File: src/rtl/bus_pkg.sv
// Shared types and helpers for the bus_mem_target memory-backed bus target.
package bus_pkg;

  typedef enum logic [1:0] {
    MODE_RD  = 2'b00,
    MODE_WR  = 2'b01,
    MODE_BRD = 2'b10,
    MODE_BWR = 2'b11
  } mode_t;

  typedef enum logic [1:0] {
    IDLE  = 2'b00,
    GRANT = 2'b01,
    WAIT  = 2'b10,
    XFER  = 2'b11
  } state_t;

  localparam int BURST_LEN_DEF = 4;

  function automatic logic is_write(input mode_t m);
    return (m == MODE_WR) || (m == MODE_BWR);
  endfunction

  function automatic logic is_burst(input mode_t m);
    return (m == MODE_BRD) || (m == MODE_BWR);
  endfunction

endpackage

File: src/rtl/bus_mem_array.sv
// Single-port memory: synchronous write, registered read; contents are never reset.
module bus_mem_array #(
  parameter int ADDR_W = 8,
  parameter int DATA_W = 8
) (
  input  logic              clk_i,
  input  logic              rst_i,
  input  logic              we_i,
  input  logic              re_i,
  input  logic [ADDR_W-1:0] addr_i,
  input  logic [DATA_W-1:0] wdata_i,
  output logic [DATA_W-1:0] rdata_o
);

  logic [DATA_W-1:0] mem_q [2**ADDR_W];
  logic [DATA_W-1:0] rdata_q;

  always_ff @(posedge clk_i) begin
    if (we_i) begin
      mem_q[addr_i] <= wdata_i;
    end
  end

  // Read register holds the last read value until the next read beat.
  always_ff @(posedge clk_i) begin
    if (rst_i) begin
      rdata_q <= '0;
    end else if (re_i) begin
      rdata_q <= mem_q[addr_i];
    end
  end

  assign rdata_o = rdata_q;

endmodule

File: src/rtl/bus_mem_target.sv
// Bus target answering req/start with gnt/rdy, backed by a 2**ADDR_W x DATA_W memory.
// Optional per-beat access counters are enabled with `define BUS_ACCESS_COUNT_EN.
module bus_mem_target
  import bus_pkg::*;
#(
  parameter int WAIT_CYCLES = 2,
  parameter int BURST_LEN   = BURST_LEN_DEF,
  parameter int ADDR_W      = 8,
  parameter int DATA_W      = 8
) (
  input  logic              clk,
  input  logic              rst,
  input  logic              req,
  input  logic              start,
  input  logic [1:0]        mode,
  input  logic [ADDR_W-1:0] addr,
  input  logic [DATA_W-1:0] wdata,
  output logic              gnt,
  output logic              rdy,
  output logic [DATA_W-1:0] rdata,
  output logic              busy
`ifdef BUS_ACCESS_COUNT_EN
  ,
  output logic [15:0]       rd_count,
  output logic [15:0]       wr_count
`endif
);

  localparam int                BEAT_W      = $clog2(BURST_LEN + 1);
  localparam logic [3:0]        WAIT_LOAD   = 4'(WAIT_CYCLES);
  localparam logic [BEAT_W-1:0] BEATS_BURST = BEAT_W'(BURST_LEN);
  localparam logic [BEAT_W-1:0] BEATS_ONE   = BEAT_W'(1);
  localparam state_t            BEAT_ENTRY  = (WAIT_CYCLES == 0) ? XFER : WAIT;

  state_t            state_q, state_d;
  mode_t             mode_q, mode_d;
  logic [ADDR_W-1:0] addr_q, addr_d, wr_addr_q;
  logic [BEAT_W-1:0] beat_q, beat_d;
  logic [3:0]        wait_q, wait_d;
  logic              gnt_q, gnt_d, busy_q, busy_d, rdy_q, rdy_d;
  logic              wr_pend_q, wr_pend_d;
  logic              mem_we, mem_re;
  logic [ADDR_W-1:0] mem_addr;

  // State and registered-output update.
  always_ff @(posedge clk) begin
    if (rst) begin
      state_q   <= IDLE;
      mode_q    <= MODE_RD;
      addr_q    <= '0;
      wr_addr_q <= '0;
      beat_q    <= '0;
      wait_q    <= 4'd0;
      gnt_q     <= 1'b0;
      busy_q    <= 1'b0;
      rdy_q     <= 1'b0;
      wr_pend_q <= 1'b0;
    end else begin
      state_q   <= state_d;
      mode_q    <= mode_d;
      addr_q    <= addr_d;
      wr_addr_q <= addr_q;
      beat_q    <= beat_d;
      wait_q    <= wait_d;
      gnt_q     <= gnt_d;
      busy_q    <= busy_d;
      rdy_q     <= rdy_d;
      wr_pend_q <= wr_pend_d;
    end
  end

  // Next-state and transfer bookkeeping.
  always_comb begin
    state_d = state_q;
    mode_d  = mode_q;
    addr_d  = addr_q;
    beat_d  = beat_q;
    wait_d  = wait_q;
    case (state_q)
      IDLE: begin
        if (req) state_d = GRANT;
        else     state_d = IDLE;
      end
      GRANT: begin
        if (start) begin
          mode_d  = mode_t'(mode);
          addr_d  = addr;
          beat_d  = is_burst(mode_t'(mode)) ? BEATS_BURST : BEATS_ONE;
          wait_d  = WAIT_LOAD;
          state_d = BEAT_ENTRY;
        end else if (!req) begin
          state_d = IDLE;
        end else begin
          state_d = GRANT;
        end
      end
      WAIT: begin
        wait_d = wait_q - 4'd1;
        if (wait_q <= 4'd1) state_d = XFER;
        else                state_d = WAIT;
      end
      XFER: begin
        addr_d = addr_q + ADDR_W'(1);
        beat_d = beat_q - BEATS_ONE;
        if (beat_q > BEATS_ONE) begin
          wait_d  = WAIT_LOAD;
          state_d = BEAT_ENTRY;
        end else begin
          state_d = IDLE;
        end
      end
      default: state_d = IDLE;
    endcase
  end

  // The beat completes at the end of its XFER cycle; write data is taken in the following rdy cycle.
  always_comb begin
    gnt_d     = (state_d != IDLE);
    busy_d    = (state_d == WAIT) || (state_d == XFER);
    rdy_d     = (state_q == XFER);
    wr_pend_d = (state_q == XFER) && is_write(mode_q);
    mem_re    = (state_q == XFER) && !is_write(mode_q);
    mem_we    = wr_pend_q && !rst;
    mem_addr  = wr_pend_q ? wr_addr_q : addr_q;
  end

  bus_mem_array #(
    .ADDR_W (ADDR_W),
    .DATA_W (DATA_W)
  ) u_mem (
    .clk_i   (clk),
    .rst_i   (rst),
    .we_i    (mem_we),
    .re_i    (mem_re),
    .addr_i  (mem_addr),
    .wdata_i (wdata),
    .rdata_o (rdata)
  );

  assign gnt  = gnt_q;
  assign busy = busy_q;
  assign rdy  = rdy_q;

`ifdef BUS_ACCESS_COUNT_EN
  logic [15:0] rd_cnt_q, wr_cnt_q;

  // Saturating per-beat access counters.
  always_ff @(posedge clk) begin
    if (rst) begin
      rd_cnt_q <= 16'd0;
      wr_cnt_q <= 16'd0;
    end else begin
      if (mem_re && (rd_cnt_q != 16'hFFFF)) rd_cnt_q <= rd_cnt_q + 16'd1;
      if (wr_pend_d && (wr_cnt_q != 16'hFFFF)) wr_cnt_q <= wr_cnt_q + 16'd1;
    end
  end

  assign rd_count = rd_cnt_q;
  assign wr_count = wr_cnt_q;
`endif

endmodule

File: config.mk
export PLATFORM = sky130hd
export DESIGN_NAME = bus_mem_target
export DESIGN_NICKNAME = d
export VERILOG_FILES = /design/src/rtl/bus_pkg.sv /design/src/rtl/bus_mem_array.sv /design/src/rtl/bus_mem_target.sv
export SDC_FILE = /design/constraint.sdc
export NUM_CORES = 2
export LEC_CHECK = 0
export BUFFER_PORTS_ARGS = -buffer_cell sky130_fd_sc_hd__buf_2
export CAP_MARGIN = 25
export CORE_MARGIN = 3
export CORE_UTILIZATION = 35
export CTS_BUF_LIST = sky130_fd_sc_hd__clkbuf_8
export CTS_CLUSTER_SIZE = 12
export DETAILED_ROUTE_END_ITERATION = 10
export PLACE_DENSITY = 0.51
export REMOVE_ABC_BUFFERS = 1
export SLEW_MARGIN = 20
export SYNTH_ARGS = -nofsm -noshare
export SYNTH_HDL_FRONTEND = slang
export SYNTH_SLANG_ARGS = --single-unit
File: constraint.sdc
create_clock -name clk -period 6.9 [get_ports clk]
set_input_delay 1.035 -clock clk [delete_from_list [all_inputs] [get_ports clk]]
set_output_delay 1.035 -clock clk [all_outputs]
set_load 0.02 [all_outputs]
==> out/metrics.csv <==
metric;value;unit
Slew HR;0.222;
core area;0.228;sq mm
critical path capture point type;flip-flop;
Syn Area/Cell;20.9;sq um
EDFF count, synth;2048;
total clock sinks;2086;
mapped cell area;0.0804;sq mm
number of post-CTS setup repair buffers;0;
io pins;33;
Setup CP Type;reg2reg;
P_leak;0.0272;uW
First DRT Iteration DRCs;4016;
Die Height;485;microns
Async SR Flop Fraction;0;
Worst path most repeated cell;buf_4;
footprint of the multi-input gates;0.0171;sq mm
CP max-delay cell;mux2_8;
initial antenna violation count;10;
clock tree root driver cell;clkbuf_8;
Final Worst Setup Slack;1.85;ns
slowest stage delay, CP;0.84;ns
first-pass GRT wire length;308;mm
max cap viols;0;
min-delay src;mode[0];
Synth top area share;0.765;
Setup WS pre-CTS;1.73;ns
VDD IR-drop max;202;uV
GRT overflow;0;
Buf+Inv Stages, Crit Path;4;
gr usage total;0.181;
detailed placer's ending HPWL;124;mm
outcome;completed;
crit-path cells;buf_4 -> mux2_8 -> buf_4 -> buf_4 -> mux4_2 -> a22oi_1 -> a21oi_1 -> o41ai_1 -> buf_4 -> and3_1 -> a311oi_1;
r2r endpoint;u_mem.rdata_o[4]$_SDFFE_PP0P_;
proportion of synthesized chip area in sequential cells;0.775;
reg-to-reg startpoint;wr_pend_q$_SDFF_PP0_;
largest area contributor in the netlist;edfxtp_1;
worst reg2reg path depth;11;
post-route ant nets;0;
PostCTS Resize Cnt;0;
Vias;39900;
Filler Cell Count;20400;
TritonRoute pass-1 iters;5;
CP required;7.78;ns
share of cells above drive strength 1;0.267;
ys flop type;edfxtp_1;
count of nets after finishing;4149;
# setup viols final;0;
H-tree depth;5;
startpoint type of the worst setup path;flip-flop;
WHS Path Cells;3;
CTS tree;yes;
synth top area cells;edfxtp_1 77%, mux4_2 14%, a22oi_1 1.5%;
Bufs on Longest Clock Path;4;
CP Max Fanout;66;
sequential cell area;0.0623;sq mm
CP delay by family, top;compound AO/OA/AOI/OAI gates;
Post-route DRC;0;
Hold Path Sink;mode_q[0]$_SDFFE_PP0P_;
Syn. warnings;0;
Cell variety after synth;49;
RSZ-0062 raised after global routing;false;
Final Max Tran Viols;0;
synthesized flop and latch total;2086;
Clock Pin Slew Worst Setup and Hold Paths;0.06;ns
final core utilization;0.399;
crit path time final;5.05;ns
Min-Delay Path Class;in2reg;
Initial Util;0.353;
Clock Skew;0.0798;ns
synthesized instance count;3837;
drt total wl;215;mm
CTS Buf Count;356;
fmax;198;MHz
num rows;175;
routability cong.;0.768;
Worst Max-Slew Pin Slew;1.17;ns
die width;485;microns
pin count of the biggest net entering global routing;168;
CTS Hold Buffers Added;0;
fin crit share;0.732;
Port Buffer Count;32;
Skew-Pair Late Insertion Delay;1.03;ns
Die Area;0.235;sq mm
synth-to-layout area growth;13.2;%
Final Hold Fails;0;
drt via density;5.39;
CP arrival;5.94;ns
vias in the first global route;41500;
reg-to-reg slack, setup;1.85;ns
Power Dens Cells;278;mW/mm^2
Avg WL per Cell;29.0;microns
==> metal layers <==
layer,GRT usage,share of wire
met1,0.251,0.43
met2,0.285,0.48
met3,0.0414,0.068
met4,0.0520,0.024
met5,0,0.000061
==> worst reg2reg max path, delay by kind of cell (launching register included) <==
family	cells	cell delay (ns)
AOI/OAI and AO/OA	4	1.47
buffers and inverters	4	1.49
DFF	1	0.31
muxes	2	1.41
and+or+nand+nor	1	0.23
==> cell type report <==
type	count	share of cell area
diodes	9	0.000248
clock buffers	364	0.0551
clock inverters	250	0.0129
inverters	16	0.000660
multi-input cells	1490	0.188
flip-flops and latches	2086	0.685
well taps	3009	0.0414
repair buffers	172	0.0169
==> where the power goes <==
part | internal (uW) | switching (uW) | leakage, uW
Sequential | 13900 | 20.9 | 0.0187
Combinational | 466 | 918 | 0.00496
Clock | 5070 | 4930 | 0.00357
Total | 19500 | 5860 | 0.0272
==> how the worst max path moves through the flow <==
stage                         startpoint                             to  slack [ns]  cells after the start
floorplan           wr_pend_q$_SDFF_PP0_  u_mem.mem_q[150][0]$_DFFE_PP_       -3.23                      3
global placement    wr_pend_q$_SDFF_PP0_  u_mem.rdata_o[0]$_SDFFE_PP0P_        1.29                      9
detailed placement  wr_pend_q$_SDFF_PP0_  u_mem.rdata_o[4]$_SDFFE_PP0P_        1.73                     11
CTS                 wr_pend_q$_SDFF_PP0_  u_mem.rdata_o[0]$_SDFFE_PP0P_        1.73                     11
global route        wr_pend_q$_SDFF_PP0_  u_mem.rdata_o[4]$_SDFFE_PP0P_        1.61                     11
finish              wr_pend_q$_SDFF_PP0_  u_mem.rdata_o[4]$_SDFFE_PP0P_        1.85                     11
==> kinds of logic after synthesis <==
group,Yosys count,share of synthesized area
flip-flops,2086,0.775
AND/OR/NAND/NOR,583,0.0294
multiplexers,517,0.144
AO/OA/AOI/OAI,382,0.0342
buffers and inverters,261,0.0162
adder cells (fa/ha/maj),5,0.000779
XOR/XNOR,3,0.000327
==> layout by cell type (no fill, tap or decap), types with 3 or more instances in the layout <==
cell type / instances
a211oi_1: 6
a21oi_1: 92
a22oi_1: 160
a311oi_1: 10
a31oi_1: 3
a41oi_1: 47
and3_1: 7
and3b_1: 3
buf_12: 18
buf_2: 25
buf_4: 119
buf_8: 8
bufinv_16: 5
clkbuf_8: 364
clkinv_1: 84
clkinv_2: 46
clkinvlp_4: 8
dfxtp_1: 38
diode_2: 9
edfxtp_1: 2048
ha_1: 5
inv_1: 120
mux2i_1: 3
mux4_2: 512
nand2_1: 237
nand3_1: 10
nor2_1: 246
nor2_2: 7
nor2b_1: 6
nor3_1: 34
nor3_2: 15
nor3b_1: 5
o21ai_0: 9
o22ai_1: 3
o32ai_1: 4
o41ai_1: 13
o41ai_2: 17
==> cell usage after synthesis (5+ instances only) <==
master	number
a211oi_1	6
a21oi_1	94
a22oi_1	160
a311oi_1	10
a41oi_1	48
and3_1	7
buf_1	12
buf_2	68
buf_4	30
buf_6	17
clkbuf_1	118
dfxtp_1	38
edfxtp_1	2048
ha_1	5
inv_1	16
mux4_2	512
nand2_1	239
nand3_1	10
nor2_1	253
nor2b_1	6
nor3_1	49
nor3b_1	5
o21ai_0	10
o32ai_1	7
o41ai_1	27
==> state kept, by name, summed over array words and instances (netlist names) <==
signal / count
mode_q: 1
addr_q: 8
rdy: 1
wait_q: 4
u_mem.rdata_o: 8
wr_pend_q: 1
state_q: 2
busy: 1
wr_addr_q: 8
u_mem.mem_q: 2048
beat_q: 3
gnt: 1
==> stage by stage <==
stage	std cells	cell area [sq um]	total power (uW)	setup TNS [ns]	hold WS, ns
after floorplan	3592	79100	15100	-906.63	0.453
after global placement	6760	84500	15600	0	0.497
after detailed placement	6768	84700	15600	0	0.501
after CTS	7382	90900	25600	0	0.160
after global routing	7393	90900	26300	0	0.206
final	7396	90900	25300	0	0.266
No activity file was read; power rests on OpenSTA's default activity.
